### config.mk
export PLATFORM = sky130hd
export DESIGN_NAME = debounced_edge_detector_flat
export DESIGN_NICKNAME = d
export VERILOG_FILES = /design/src/rtl/debounced_edge_detector_if.sv /design/src/rtl/debounced_edge_detector.sv /design/src/flat_wrapper.sv
export SDC_FILE = /design/constraint.sdc
export NUM_CORES = 1
export LEC_CHECK = 0
export ABC_AREA = 0
export CORE_MARGIN = 2
export CORE_UTILIZATION = 45
export CTS_CLUSTER_SIZE = 14
export DETAILED_ROUTE_END_ITERATION = 6
export PLACE_DENSITY = 0.74
export SYNTH_ARGS = -nofsm -noshare
export SYNTH_HDL_FRONTEND = slang
export SYNTH_SLANG_ARGS = --single-unit
export TNS_END_PERCENT = 50
### constraint.sdc
create_clock -name clk -period 2.7 [get_ports clk]
set_input_delay 0.405 -clock clk [delete_from_list [all_inputs] [get_ports clk]]
set_output_delay 0.405 -clock clk [all_outputs]
set_load 0.05 [all_outputs]
### src/rtl/debounced_edge_detector_if.sv
// Signal bundle between the footswitch/control-line edge detector and its consumer.
// master drives raw inputs, mode and clears; slave returns levels, pulses and flags.
interface debounced_edge_detector_if #(
    parameter int N_CH = 4
);
    logic [N_CH-1:0]   din;
    logic [2*N_CH-1:0] mode;
    logic [N_CH-1:0]   clr;
    logic [N_CH-1:0]   lvl;
    logic [N_CH-1:0]   e;
    logic [N_CH-1:0]   flag;
    logic [N_CH-1:0]   hold;

    modport master (output din, mode, clr, input lvl, e, flag, hold);
    modport slave  (input din, mode, clr, output lvl, e, flag, hold);
endinterface

### src/rtl/debounced_edge_detector.sv
// Multi-channel synchronise/debounce/edge-pulse block with sticky per-channel event flags.
// Optional long-press detection is compiled in when HOLD_DETECT_EN is defined.
module debounced_edge_detector #(
    parameter int   N_CH        = 4,
    parameter int   SYNC_STAGES = 2,
    parameter int   DB_CYCLES   = 16,
    parameter logic RST_LVL     = 1'b0,
    parameter int   HOLD_CYCLES = 48000
) (
    input  logic                    clk,
    input  logic                    nrst,
    debounced_edge_detector_if.slave bus
);
    localparam int CNT_W = (DB_CYCLES > 1) ? $clog2(DB_CYCLES) : 1;
    localparam logic [CNT_W-1:0] CNT_LAST = CNT_W'(DB_CYCLES - 1);

    logic [N_CH-1:0][SYNC_STAGES-1:0] sync_q, sync_d;
    logic [N_CH-1:0][CNT_W-1:0]       dbCnt_q, dbCnt_d;
    logic [N_CH-1:0]                  lvl_q, lvl_d;
    logic [N_CH-1:0]                  e_q, e_d;
    logic [N_CH-1:0]                  flag_q, flag_d;

    // The edge pulse is decided at the same edge that commits the new level, so e and lvl move together.
    always_comb begin
        sync_d  = sync_q;
        dbCnt_d = dbCnt_q;
        lvl_d   = lvl_q;
        e_d     = '0;
        for (int i = 0; i < N_CH; i++) begin
            sync_d[i] = {sync_q[i][SYNC_STAGES-2:0], bus.din[i]};
            if (sync_q[i][SYNC_STAGES-1] == lvl_q[i]) begin
                dbCnt_d[i] = '0;
            end else if (dbCnt_q[i] == CNT_LAST) begin
                dbCnt_d[i] = '0;
                lvl_d[i]   = sync_q[i][SYNC_STAGES-1];
                e_d[i]     = sync_q[i][SYNC_STAGES-1] ? bus.mode[2*i] : bus.mode[2*i+1];
            end else begin
                dbCnt_d[i] = dbCnt_q[i] + 1'b1;
            end
        end
        flag_d = (flag_q & ~bus.clr) | e_d;
    end

    always_ff @(posedge clk) begin
        if (!nrst) begin
            sync_q  <= {(N_CH*SYNC_STAGES){RST_LVL}};
            dbCnt_q <= '0;
            lvl_q   <= {N_CH{RST_LVL}};
            e_q     <= '0;
            flag_q  <= '0;
        end else begin
            sync_q  <= sync_d;
            dbCnt_q <= dbCnt_d;
            lvl_q   <= lvl_d;
            e_q     <= e_d;
            flag_q  <= flag_d;
        end
    end

    assign bus.lvl  = lvl_q;
    assign bus.e    = e_q;
    assign bus.flag = flag_q;

`ifdef HOLD_DETECT_EN
    localparam int HOLD_W = $clog2(HOLD_CYCLES + 1);
    localparam logic [HOLD_W-1:0] HOLD_MAX  = HOLD_W'(HOLD_CYCLES);
    localparam logic [HOLD_W-1:0] HOLD_FIRE = HOLD_W'(HOLD_CYCLES - 1);

    logic [N_CH-1:0][HOLD_W-1:0] holdCnt_q, holdCnt_d;
    logic [N_CH-1:0]             hold_q, hold_d;

    // Saturating at HOLD_CYCLES means the fire value is passed exactly once per press.
    always_comb begin
        holdCnt_d = holdCnt_q;
        hold_d    = '0;
        for (int i = 0; i < N_CH; i++) begin
            if (!lvl_q[i]) begin
                holdCnt_d[i] = '0;
            end else begin
                if (holdCnt_q[i] == HOLD_FIRE) begin
                    hold_d[i] = 1'b1;
                end
                if (holdCnt_q[i] != HOLD_MAX) begin
                    holdCnt_d[i] = holdCnt_q[i] + 1'b1;
                end
            end
        end
    end

    always_ff @(posedge clk) begin
        if (!nrst) begin
            holdCnt_q <= '0;
            hold_q    <= '0;
        end else begin
            holdCnt_q <= holdCnt_d;
            hold_q    <= hold_d;
        end
    end

    assign bus.hold = hold_q;
`else
    localparam int unusedHoldCycles = HOLD_CYCLES;

    assign bus.hold = '0;
`endif
endmodule

### src/flat_wrapper.sv
// flat-port wrapper written by rule: the top's interface ports become plain ports
module debounced_edge_detector_flat 
#(
    parameter int   N_CH        = 4,
    parameter int   SYNC_STAGES = 2,
    parameter int   DB_CYCLES   = 16,
    parameter logic RST_LVL     = 1'b0,
    parameter int   HOLD_CYCLES = 48000
)
  (clk, nrst, bus_din, bus_mode, bus_clr, bus_lvl, bus_e, bus_flag, bus_hold);
  debounced_edge_detector_if #(.N_CH(N_CH)) bus_i ();
  input  logic clk;
  input  logic nrst;
  input wire logic [$bits(bus_i.din)-1:0] bus_din;
  input wire logic [$bits(bus_i.mode)-1:0] bus_mode;
  input wire logic [$bits(bus_i.clr)-1:0] bus_clr;
  output wire logic [$bits(bus_i.lvl)-1:0] bus_lvl;
  output wire logic [$bits(bus_i.e)-1:0] bus_e;
  output wire logic [$bits(bus_i.flag)-1:0] bus_flag;
  output wire logic [$bits(bus_i.hold)-1:0] bus_hold;
  assign bus_i.din = bus_din;
  assign bus_i.mode = bus_mode;
  assign bus_i.clr = bus_clr;
  assign bus_lvl = bus_i.lvl;
  assign bus_e = bus_i.e;
  assign bus_flag = bus_i.flag;
  assign bus_hold = bus_i.hold;
  debounced_edge_detector #(.N_CH(N_CH), .SYNC_STAGES(SYNC_STAGES), .DB_CYCLES(DB_CYCLES), .RST_LVL(RST_LVL), .HOLD_CYCLES(HOLD_CYCLES)) u_core (.clk(clk), .nrst(nrst), .bus(bus_i));
endmodule
==> impl_metrics.env, run 1 <==
export IMPL_arrival_ns=1.53
export IMPL_tns_ns=0
export IMPL_grt_pass1_wl_um=3660
export IMPL_die_w_um=58.5
export IMPL_gp_congestion=0.721
export IMPL_slowest_delay_ns=0.82
export IMPL_worstHoldEndpoint="u_core.sync_q[5]"
export IMPL_synth_warnings=0
export IMPL_synthMuxAreaShare=0.0599
export IMPL_cts_root_buf="clkbuf_4"
export IMPL_rrSetupSlack_ns=1.54
export IMPL_path_cells="clkdlybuf4s50_1"
export IMPL_vdd_drop_max_uv=398
export IMPL_end_kind="output pin"
export IMPL_period_share=0.717
export IMPL_cpMaxStageDelayCell="clkdlybuf4s50_1"
export IMPL_layout_nets=186
export IMPL_h_tree_depth=2
export IMPL_port_buffer_count=29
export IMPL_worst_slew_pin_slew_ns=0.676
export IMPL_cts_tree="yes"
export IMPL_postRouteAntennaNets=0
export IMPL_fillers=267
export IMPL_syn_inst=131
export IMPL_finClkSkew_ns=0.00567
export IMPL_num_io_pins=34
export IMPL_wire_per_inst_um=10.9
export IMPL_grt_start_max_net_pins=25
export IMPL_groute_usage_overall=0.141
export IMPL_placed_area_mm2=0.00164
export IMPL_status="finished, final reports clean"
export IMPL_ys_ff_latch=36
export IMPL_die_h_um=58.5
export IMPL_cts_resized=0
export IMPL_slew_headroom=0.548
export IMPL_seq_area_frac_synth=0.539
export IMPL_core_rowCount=19
export IMPL_critPathMaxFanout=3
export IMPL_dr_total_vias=936
export IMPL_ctsHoldBuffers=0
export IMPL_cp_top_family="buffers and inverters"
export IMPL_coreArea_mm2=0.00278
export IMPL_diodes=0
export IMPL_cp_start_kind="flop"
export IMPL_hp_start="u_core.sync_d[5]"
export IMPL_max_freq_mhz=517
export IMPL_p_leak_nw=0.657
export IMPL_cp_data_required_time_ns=2.30
export IMPL_syn_to_final_growth_pct=26.0
export IMPL_worstSetupPathType="flop to output pin"
export IMPL_r2r_cells=4
export IMPL_clk_latency_ns=0.33
export IMPL_drive_gt1_frac=0.0671
export IMPL_finalHoldViolCount=0
export IMPL_dieArea_mm2=0.00342
export IMPL_synth_top_family_by_area="simple AND/OR/NAND/NOR gates"
export IMPL_slew_viol_final=0
export IMPL_via_per_inst=4.80
export IMPL_antenna_found_initial=0
export IMPL_hp_class="flop to flop"
export IMPL_crit_buf_inv=1
export IMPL_synth_simple_area_share=0.218
export IMPL_max_cap_violations=0
export IMPL_synth_xor_area_frac=0.0787
export IMPL_post_cts_buffers=0
export IMPL_syn_area_mm2=0.00134
export IMPL_finalInstanceArea_mm2=0.00168
export IMPL_hpwl_um=1610
export IMPL_r2r_start="u_core.dbCnt_q[12]"
export IMPL_syn_avg_cell_area_um2=10.2
export IMPL_post_place_cells=188
export IMPL_synth_distinct_cells=21
export IMPL_setup_violations=0
export IMPL_clk_path_buf_depth=2
export IMPL_power_density_mw_per_mm2=507
export IMPL_whs_path_depth=1
export IMPL_overflow=0
export IMPL_grt_pass1_vias=952
export IMPL_r2r_end="u_core.bus.flag[3]"
export IMPL_grt_setup_unrepaired="false"
export IMPL_first_iter_violations=10
export IMPL_wl_um=2130
export IMPL_numCtsBuffers=5
export IMPL_synth_fa_ha_area_frac=0.0375
export IMPL_layoutNonFillerInstCount=195
export IMPL_synth_compound_area_frac=0.0234
export IMPL_fin_crit_ns=1.94
export IMPL_cts_sink_count=36
export IMPL_drcViolationCount=0
export IMPL_clk_pin_slew_worst_paths_ns=0.10
export IMPL_start_util=0.480
export IMPL_firstDrtPassIters=4
flip-flops by register name, indices dropped and copies added (netlist names):
| name | count |
|---|---|
| u_core.dbCnt_q | 16 |
| u_core.bus.e | 4 |
| u_core.bus.flag | 4 |
| u_core.bus.lvl | 4 |
| u_core.sync_d | 4 |
| u_core.sync_q | 4 |
area by class of cell:
class | count | area [µm²] | area share
clock buffer | 6 | 41.3 | 0.0245
clock inverter | 1 | 5.00 | 0.00297
inverter | 4 | 15.0 | 0.00892
multi-input combinational | 88 | 573 | 0.340
sequential | 36 | 721 | 0.428
tap | 31 | 38.8 | 0.0230
timing repair buffer | 29 | 290 | 0.172
layer usage:
layer / track usage / routed length [µm]
met1: 0.143 / 895
met3: 0.0615 / 173
met5: 0 / 0
met4: 0.0465 / 24
met2: 0.258 / 1040
cell usage after synthesis:
master / count / area (µm²)
clkbuf_1: 1 / 3.75
conb_1: 1 / 3.75
or2_1: 4 / 25.0
nand3_2: 3 / 30.0
xnor2_1: 4 / 35.0
xor2_1: 8 / 70.1
nand3b_1: 3 / 22.5
dfxtp_1: 36 / 721
mux2i_1: 8 / 80.1
ha_1: 4 / 50.1
inv_1: 4 / 15.0
nor2b_1: 4 / 25.0
buf_4: 4 / 30.0
nor2_1: 20 / 75.1
buf_2: 1 / 5.00
nand2_1: 5 / 18.8
o21ai_1: 2 / 10.0
o21ai_2: 1 / 8.76
o22ai_2: 1 / 12.5
nand3_1: 9 / 45.0
and2_1: 8 / 50.1
how the worst max path moves through the flow:
| stage | start | end | slack, ns | depth (start not counted) |
|---|---|---|---|---|
| after detailed placement | nrst | u_core.bus.flag[3] | 0.88 | 3 |
| after global placement | nrst | u_core.bus.flag[3] | 0.90 | 3 |
| after global routing | u_core.bus.lvl[1] | bus_lvl[1] | 0.68 | 1 |
| final | u_core.bus.lvl[0] | bus_lvl[0] | 0.76 | 1 |
| after CTS | u_core.bus.lvl[0] | bus_lvl[0] | 0.74 | 1 |
| after floorplan | u_core.bus.lvl[3] | u_core.bus.flag[3] | 1.51 | 3 |
logic make-up after synthesis:
family | count (synthesis)
and+or+nand+nor | 56
DFF | 36
xor gates and xnor gates | 12
buffers and inverters | 10
muxes | 8
adders and majority gates | 4
AOI/OAI and AO/OA | 4
other | 1
stage by stage:
| step | power (mW) | setup slack (ns) | utilization | hold WS, ns |
|---|---|---|---|---|
| 2_1_floorplan | 0.588 | 1.51 | - | 0.412 |
| 3_3_place_gp | 0.611 | 0.902 | 0.589 | 0.417 |
| 3_5_place_dp | 0.612 | 0.882 | 0.589 | 0.429 |
| 4_1_cts | 0.869 | 0.737 | 0.605 | 0.447 |
| 5_1_grt | 0.908 | 0.675 | 0.605 | 0.465 |
| 6_report | 0.854 | 0.764 | 0.605 | 0.444 |
report_power, final:
group / internal [mW] / switching (mW)
Combinational: 0.0306 / 0.0265
Sequential: 0.538 / 0.00461
Clock: 0.0959 / 0.159
Total: 0.665 / 0.190
layout by cell type (no fill, tap or decap):
cell	netlist	layout
dfxtp_1	36	36
conb_1	1	4
xor2_1	8	8
clkdlybuf4s50_1	0	29
o22ai_2	1	1
nor2_1	20	20
clkbuf_4	0	5
o21ai_2	1	1
and2_1	8	8
clkinv_2	0	1
nand3b_1	3	3
nand2_1	5	5
clkbuf_1	1	1
or2_1	4	4
o21ai_1	2	2
nand3_2	3	3
nor2b_1	4	4
xnor2_1	4	4
mux2i_1	8	8
nand3_1	9	9
inv_1	4	4
ha_1	4	4
Note: power is estimated with default switching activity, not from simulation.
==> run 2: changes to the inputs <==
Clock period 2.7 ns to 1.8 ns, I/O delays scaled along.
==> run 2 against run 1 <==
Against the previous run: global-route usage about the same; via count fell by 1.3%; final cell count rose by 1.0%; first-iteration DRC count is the same; largest cell class unchanged; die area unchanged; largest power group unchanged; sequential share of layout area shrank 1.1 points; setup slack worse by 0.70 ns; highest routed layer unchanged; critical path type unchanged.
==> impl_metrics.env, run 2 (synthesis gave the netlist of run 1 again) <==
export IMPL_core_rowCount=19
export IMPL_power_density_mw_per_mm2=840
export IMPL_setup_violations=0
export IMPL_post_place_cells=189
export IMPL_finClkSkew_ns=0.00878
export IMPL_clk_path_buf_depth=2
export IMPL_coreArea_mm2=0.00278
export IMPL_tns_ns=0
export IMPL_clk_pin_slew_worst_paths_ns=0.10
export IMPL_layoutNonFillerInstCount=197
export IMPL_grt_setup_unrepaired="false"
export IMPL_path_cells="clkdlybuf4s50_1"
export IMPL_first_iter_violations=10
export IMPL_hp_class="flop to flop"
export IMPL_cts_root_buf="clkbuf_4"
export IMPL_groute_usage_overall=0.141
export IMPL_vdd_drop_max_uv=768
export IMPL_post_cts_buffers=0
export IMPL_antenna_found_initial=0
export IMPL_largest_reg_flops=16
export IMPL_max_freq_mhz=576
export IMPL_grt_pass1_wl_um=3560
export IMPL_p_leak_nw=0.769
export IMPL_num_io_pins=34
export IMPL_slew_viol_final=0
export IMPL_wire_per_inst_um=10.4
export IMPL_status="finished, final reports clean"
export IMPL_wl_um=2050
export IMPL_period_share=0.965
export IMPL_worstSetupPathType="flop to output pin"
export IMPL_syn_to_final_growth_pct=29.5
export IMPL_overflow=0
export IMPL_numCtsBuffers=5
export IMPL_top_register="u_core.dbCnt_q"
export IMPL_layout_common_cells="36 x dfxtp_1, 21 x clkdlybuf4s50_1, 20 x nor2_1, 9 x nand3_1"
export IMPL_arrival_ns=1.47
export IMPL_grt_pass1_vias=872
export IMPL_gp_congestion=0.754
export IMPL_crit_buf_inv=1
export IMPL_max_cap_violations=0
export IMPL_dr_total_vias=924
export IMPL_diodes=0
export IMPL_fillers=240
export IMPL_register_area_um2=721
export IMPL_cpMaxStageDelayCell="clkdlybuf4s50_1"
export IMPL_die_w_um=58.5
export IMPL_die_h_um=58.5
export IMPL_slew_headroom=0.658
export IMPL_cp_data_required_time_ns=1.53
export IMPL_multi_input_area_um2=573
export IMPL_worst_slew_pin_slew_ns=0.512
export IMPL_finalHoldViolCount=0
export IMPL_layout_nets=187
export IMPL_slowest_delay_ns=0.80
export IMPL_end_kind="output pin"
export IMPL_port_buffer_count=29
export IMPL_postRouteAntennaNets=0
export IMPL_clk_latency_ns=0.33
export IMPL_drive_gt1_frac=0.0843
export IMPL_grt_start_max_net_pins=25
export IMPL_mostFrequentLayoutCell="dfxtp_1"
export IMPL_fin_crit_ns=1.74
export IMPL_start_util=0.480
export IMPL_via_per_inst=4.69
export IMPL_cts_sink_count=36
export IMPL_h_tree_depth=2
export IMPL_cp_start_kind="flop"
export IMPL_drcViolationCount=0
export IMPL_cts_tree="yes"
export IMPL_critPathMaxFanout=2
export IMPL_dieArea_mm2=0.00342
export IMPL_hpwl_um=1480
export IMPL_firstDrtPassIters=2
export IMPL_ctsHoldBuffers=0
export IMPL_cp_top_family="buffers and inverters"
-- run 2: area by class of cell --
type / instances / share of cell area
clock buffers: 5 / 0.0217
clock inverters: 3 / 0.0246
inverters: 4 / 0.00868
multi-input cells: 88 / 0.331
flip-flops and latches: 36 / 0.416
well taps: 31 / 0.0224
repair buffers: 30 / 0.175
-- run 2: worst paths after layout --
kind	depth (start not counted)	startpoint	endpoint	slack [ns]
worst min-delay path	1	u_core.sync_d[5]	u_core.sync_q[5]	0.45
worst min register to register	1	u_core.sync_d[5]	u_core.sync_q[5]	0.45
worst max-delay path	1	u_core.bus.flag[1]	bus_flag[1]	0.06
worst max register to register	4	u_core.dbCnt_q[12]	u_core.bus.flag[3]	0.65
-- run 2: report_power, final --
part / switching [mW] / leakage (nW) / internal [mW] / total [mW]
Combinational: 0.0395 / 0.436 / 0.0472 / 0.0867
Sequential: 0.00691 / 0.292 / 0.807 / 0.814
Clock: 0.264 / 0.0412 / 0.290 / 0.553
-- run 2: what timing repair did --
| action | in CTS | in global routing |
|---|---|---|
| endpoints found under the setup margin | 4 | 4 |
| hold endpoints to repair | 0 | 0 |
| gates resized for setup | 4 | 4 |
-- run 2: per-layer routing --
layer	part of all wire	up-vias	GRT usage
met4	0.023	0	0.0797
met5	0	-	0
met1	0.45	403	0.171
li1	-	484	-
met2	0.43	32	0.209
met3	0.095	5	0.0615
-- run 2: metrics by stage --
stage | utilization | power (mW) | worst slack (ns) | instance area [µm²] | hold slack [ns]
2_1_floorplan | - | 0.882 | 0.614 | 1350 | 0.359
3_3_place_gp | 0.592 | 0.918 | 0.379 | 1650 | 0.415
3_5_place_dp | 0.592 | 0.919 | 0.358 | 1650 | 0.421
4_1_cts | 0.619 | 1.48 | 0.0191 | 1720 | 0.446
5_1_grt | 0.622 | 1.53 | 0.00831 | 1730 | 0.466
6_report | 0.622 | 1.45 | 0.0628 | 1730 | 0.445
==> run 3: changes to the inputs <==
Settings changed: RECOVER_POWER from default to 25.
==> run 3 against run 2 <==
Against the previous run: sequential power hardly changed; fmax about the same; global-route usage unchanged; register-to-register slack hardly changed; wire length down 0.20%; sequential cell count is the same; non-clock buffer count is the same; clock skew about the same; combinational power fell by 1%; critical path depth is the same; final cell count did not move; largest power group unchanged.
==> impl_metrics.env, run 3 (synthesis gave the netlist of run 1 again) <==
export IMPL_met3_length_um=195
export IMPL_cp_data_required_time_ns=1.53
export IMPL_firstDrtPassIters=2
export IMPL_status="finished, final reports clean"
export IMPL_dr_total_vias=925
export IMPL_post_place_cells=189
export IMPL_clock_power_share=0.381
export IMPL_crit_buf_inv=1
export IMPL_slew_headroom=0.416
export IMPL_via_per_inst=4.70
export IMPL_critPathMaxFanout=2
export IMPL_numCtsBuffers=5
export IMPL_met2_length_um=884
export IMPL_cp_start_kind="flop"
export IMPL_grt_setup_unrepaired="false"
export IMPL_m1WireLength_um=917
export IMPL_pwr_share_seq=0.560
export IMPL_clk_path_buf_depth=2
export IMPL_drive_gt1_frac=0.0783
export IMPL_post_cts_buffers=0
export IMPL_die_w_um=58.5
export IMPL_slowest_delay_ns=0.80
export IMPL_wire_per_inst_um=10.4
export IMPL_antenna_found_initial=0
export IMPL_ctsHoldBuffers=0
export IMPL_overflow=0
export IMPL_vdd_drop_max_uv=768
export IMPL_finalHoldViolCount=0
export IMPL_switching_power_mw=0.310
export IMPL_diodes=0
export IMPL_first_iter_violations=10
export IMPL_h_tree_depth=2
export IMPL_cp_top_family="buffers and inverters"
export IMPL_syn_to_final_growth_pct=29.2
export IMPL_start_util=0.480
export IMPL_port_buffer_count=29
export IMPL_worstSetupPathType="flop to output pin"
export IMPL_p_sw_frac=0.213
export IMPL_groute_usage_overall=0.141
export IMPL_core_rowCount=19
export IMPL_whs_path_depth=1
export IMPL_gp_congestion=0.754
export IMPL_r2r_cells=4
export IMPL_end_kind="output pin"
export IMPL_cpMaxStageDelayCell="clkdlybuf4s50_1"
export IMPL_max_freq_mhz=576
export IMPL_clk_pin_slew_worst_paths_ns=0.11
export IMPL_layout_nets=187
export IMPL_intPower_mw=1.14
export IMPL_mostFrequentLayoutCell="dfxtp_1"
export IMPL_die_h_um=58.5
export IMPL_cp_depth=1
export IMPL_cts_sink_count=36
export IMPL_coreArea_mm2=0.00278
export IMPL_cts_tree="yes"
export IMPL_combPwrFrac=0.059
export IMPL_max_cap_violations=0
export IMPL_num_io_pins=34
export IMPL_drcViolationCount=0
export IMPL_dieArea_mm2=0.00342
export IMPL_setup_violations=0
export IMPL_layout_common_cells="36 x dfxtp_1, 21 x clkdlybuf4s50_1, 20 x nor2_1, 9 x nand3_1"
export IMPL_grt_pass1_vias=872
export IMPL_p_leak_nw=0.763
export IMPL_finClkSkew_ns=0.00875
export IMPL_top_register="u_core.dbCnt_q"
export IMPL_arrival_ns=1.47
export IMPL_routed_top_layer="met4"
export IMPL_largest_reg_flops=16
export IMPL_slew_viol_final=0
export IMPL_postRouteAntennaNets=0
export IMPL_power_density_mw_per_mm2=841
export IMPL_grt_start_max_net_pins=25
export IMPL_hp_class="flop to flop"
export IMPL_worst_slew_pin_slew_ns=0.876
export IMPL_period_share=0.965
export IMPL_clk_latency_ns=0.33
export IMPL_grt_pass1_wl_um=3560
export IMPL_fin_crit_ns=1.74
export IMPL_wl_um=2050
export IMPL_path_cells="clkdlybuf4s50_1"
export IMPL_hpwl_um=1480
export IMPL_cts_root_buf="clkbuf_4"
export IMPL_layoutNonFillerInstCount=197
export IMPL_tns_ns=0
==> run 3: cell count changes in the layout (fill, tap and decap cells not counted), sizes merged <==
cell and change:
buf -1, clkbuf +1
==> run 3: final timing paths <==
path                      startpoint                 end  slack [ns]
setup reg to reg  u_core.dbCnt_q[12]  u_core.bus.flag[3]        0.65
hold reg to reg     u_core.sync_d[1]    u_core.sync_q[1]        0.45
hold / removal      u_core.sync_d[1]    u_core.sync_q[1]        0.45
setup / recovery  u_core.bus.flag[1]         bus_flag[1]        0.06
==> run 3: layout make-up <==
class / instances / area, µm²
well taps: 31 / 38.8
clock inverters: 3 / 42.5
repair buffers: 30 / 299
inverters: 4 / 15.0
fillers: 242 / 1050
clock buffers: 5 / 37.5
flip-flops and latches: 36 / 721
multi-input cells: 88 / 573
==> run 3: through the flow <==
step           hold WS [ns]  cell area, µm²  utilization  setup WS (ns)  total power, mW
3_3_place_gp          0.415            1650        0.592          0.379            0.918
6_report              0.447            1730        0.621         0.0628             1.45
4_1_cts               0.446            1720        0.619         0.0191             1.48
5_1_grt               0.467            1730        0.621        0.00831             1.53
2_1_floorplan         0.359            1350            -          0.614            0.882
3_5_place_dp          0.421            1650        0.592          0.358            0.919
==> run 3: repair_timing <==
| action | in CTS | in global routing |
|---|---|---|
| cloned | 0 | 0 |
| endpoints found under the hold margin | 0 | 0 |
| resized for setup | 4 | 4 |
| setup endpoints to repair | 4 | 4 |
==> run 3: power by group through the flow <==
stage | sequential, mW | combinational, mW | clock (mW)
global route | 0.817 | 0.0932 | 0.618
finish | 0.814 | 0.0855 | 0.553
detailed placement | 0.832 | 0.0868 | 0
global placement | 0.832 | 0.0863 | 0
CTS | 0.814 | 0.0875 | 0.577
floorplan | 0.831 | 0.0510 | 0
==> run 3: worst register-to-register path, stage by stage, from the launching register on <==
cell and delay, ns:
dfxtp_1 0.37, ha_1 0.21, nand3_2 0.11, or2_1 0.27, o22ai_2 0.13
==> run 3: metal layers <==
metal,track usage,vias up
li1,-,484
met2,0.209,32
met4,0.0797,0
met3,0.0615,5
met1,0.171,404
met5,0,-
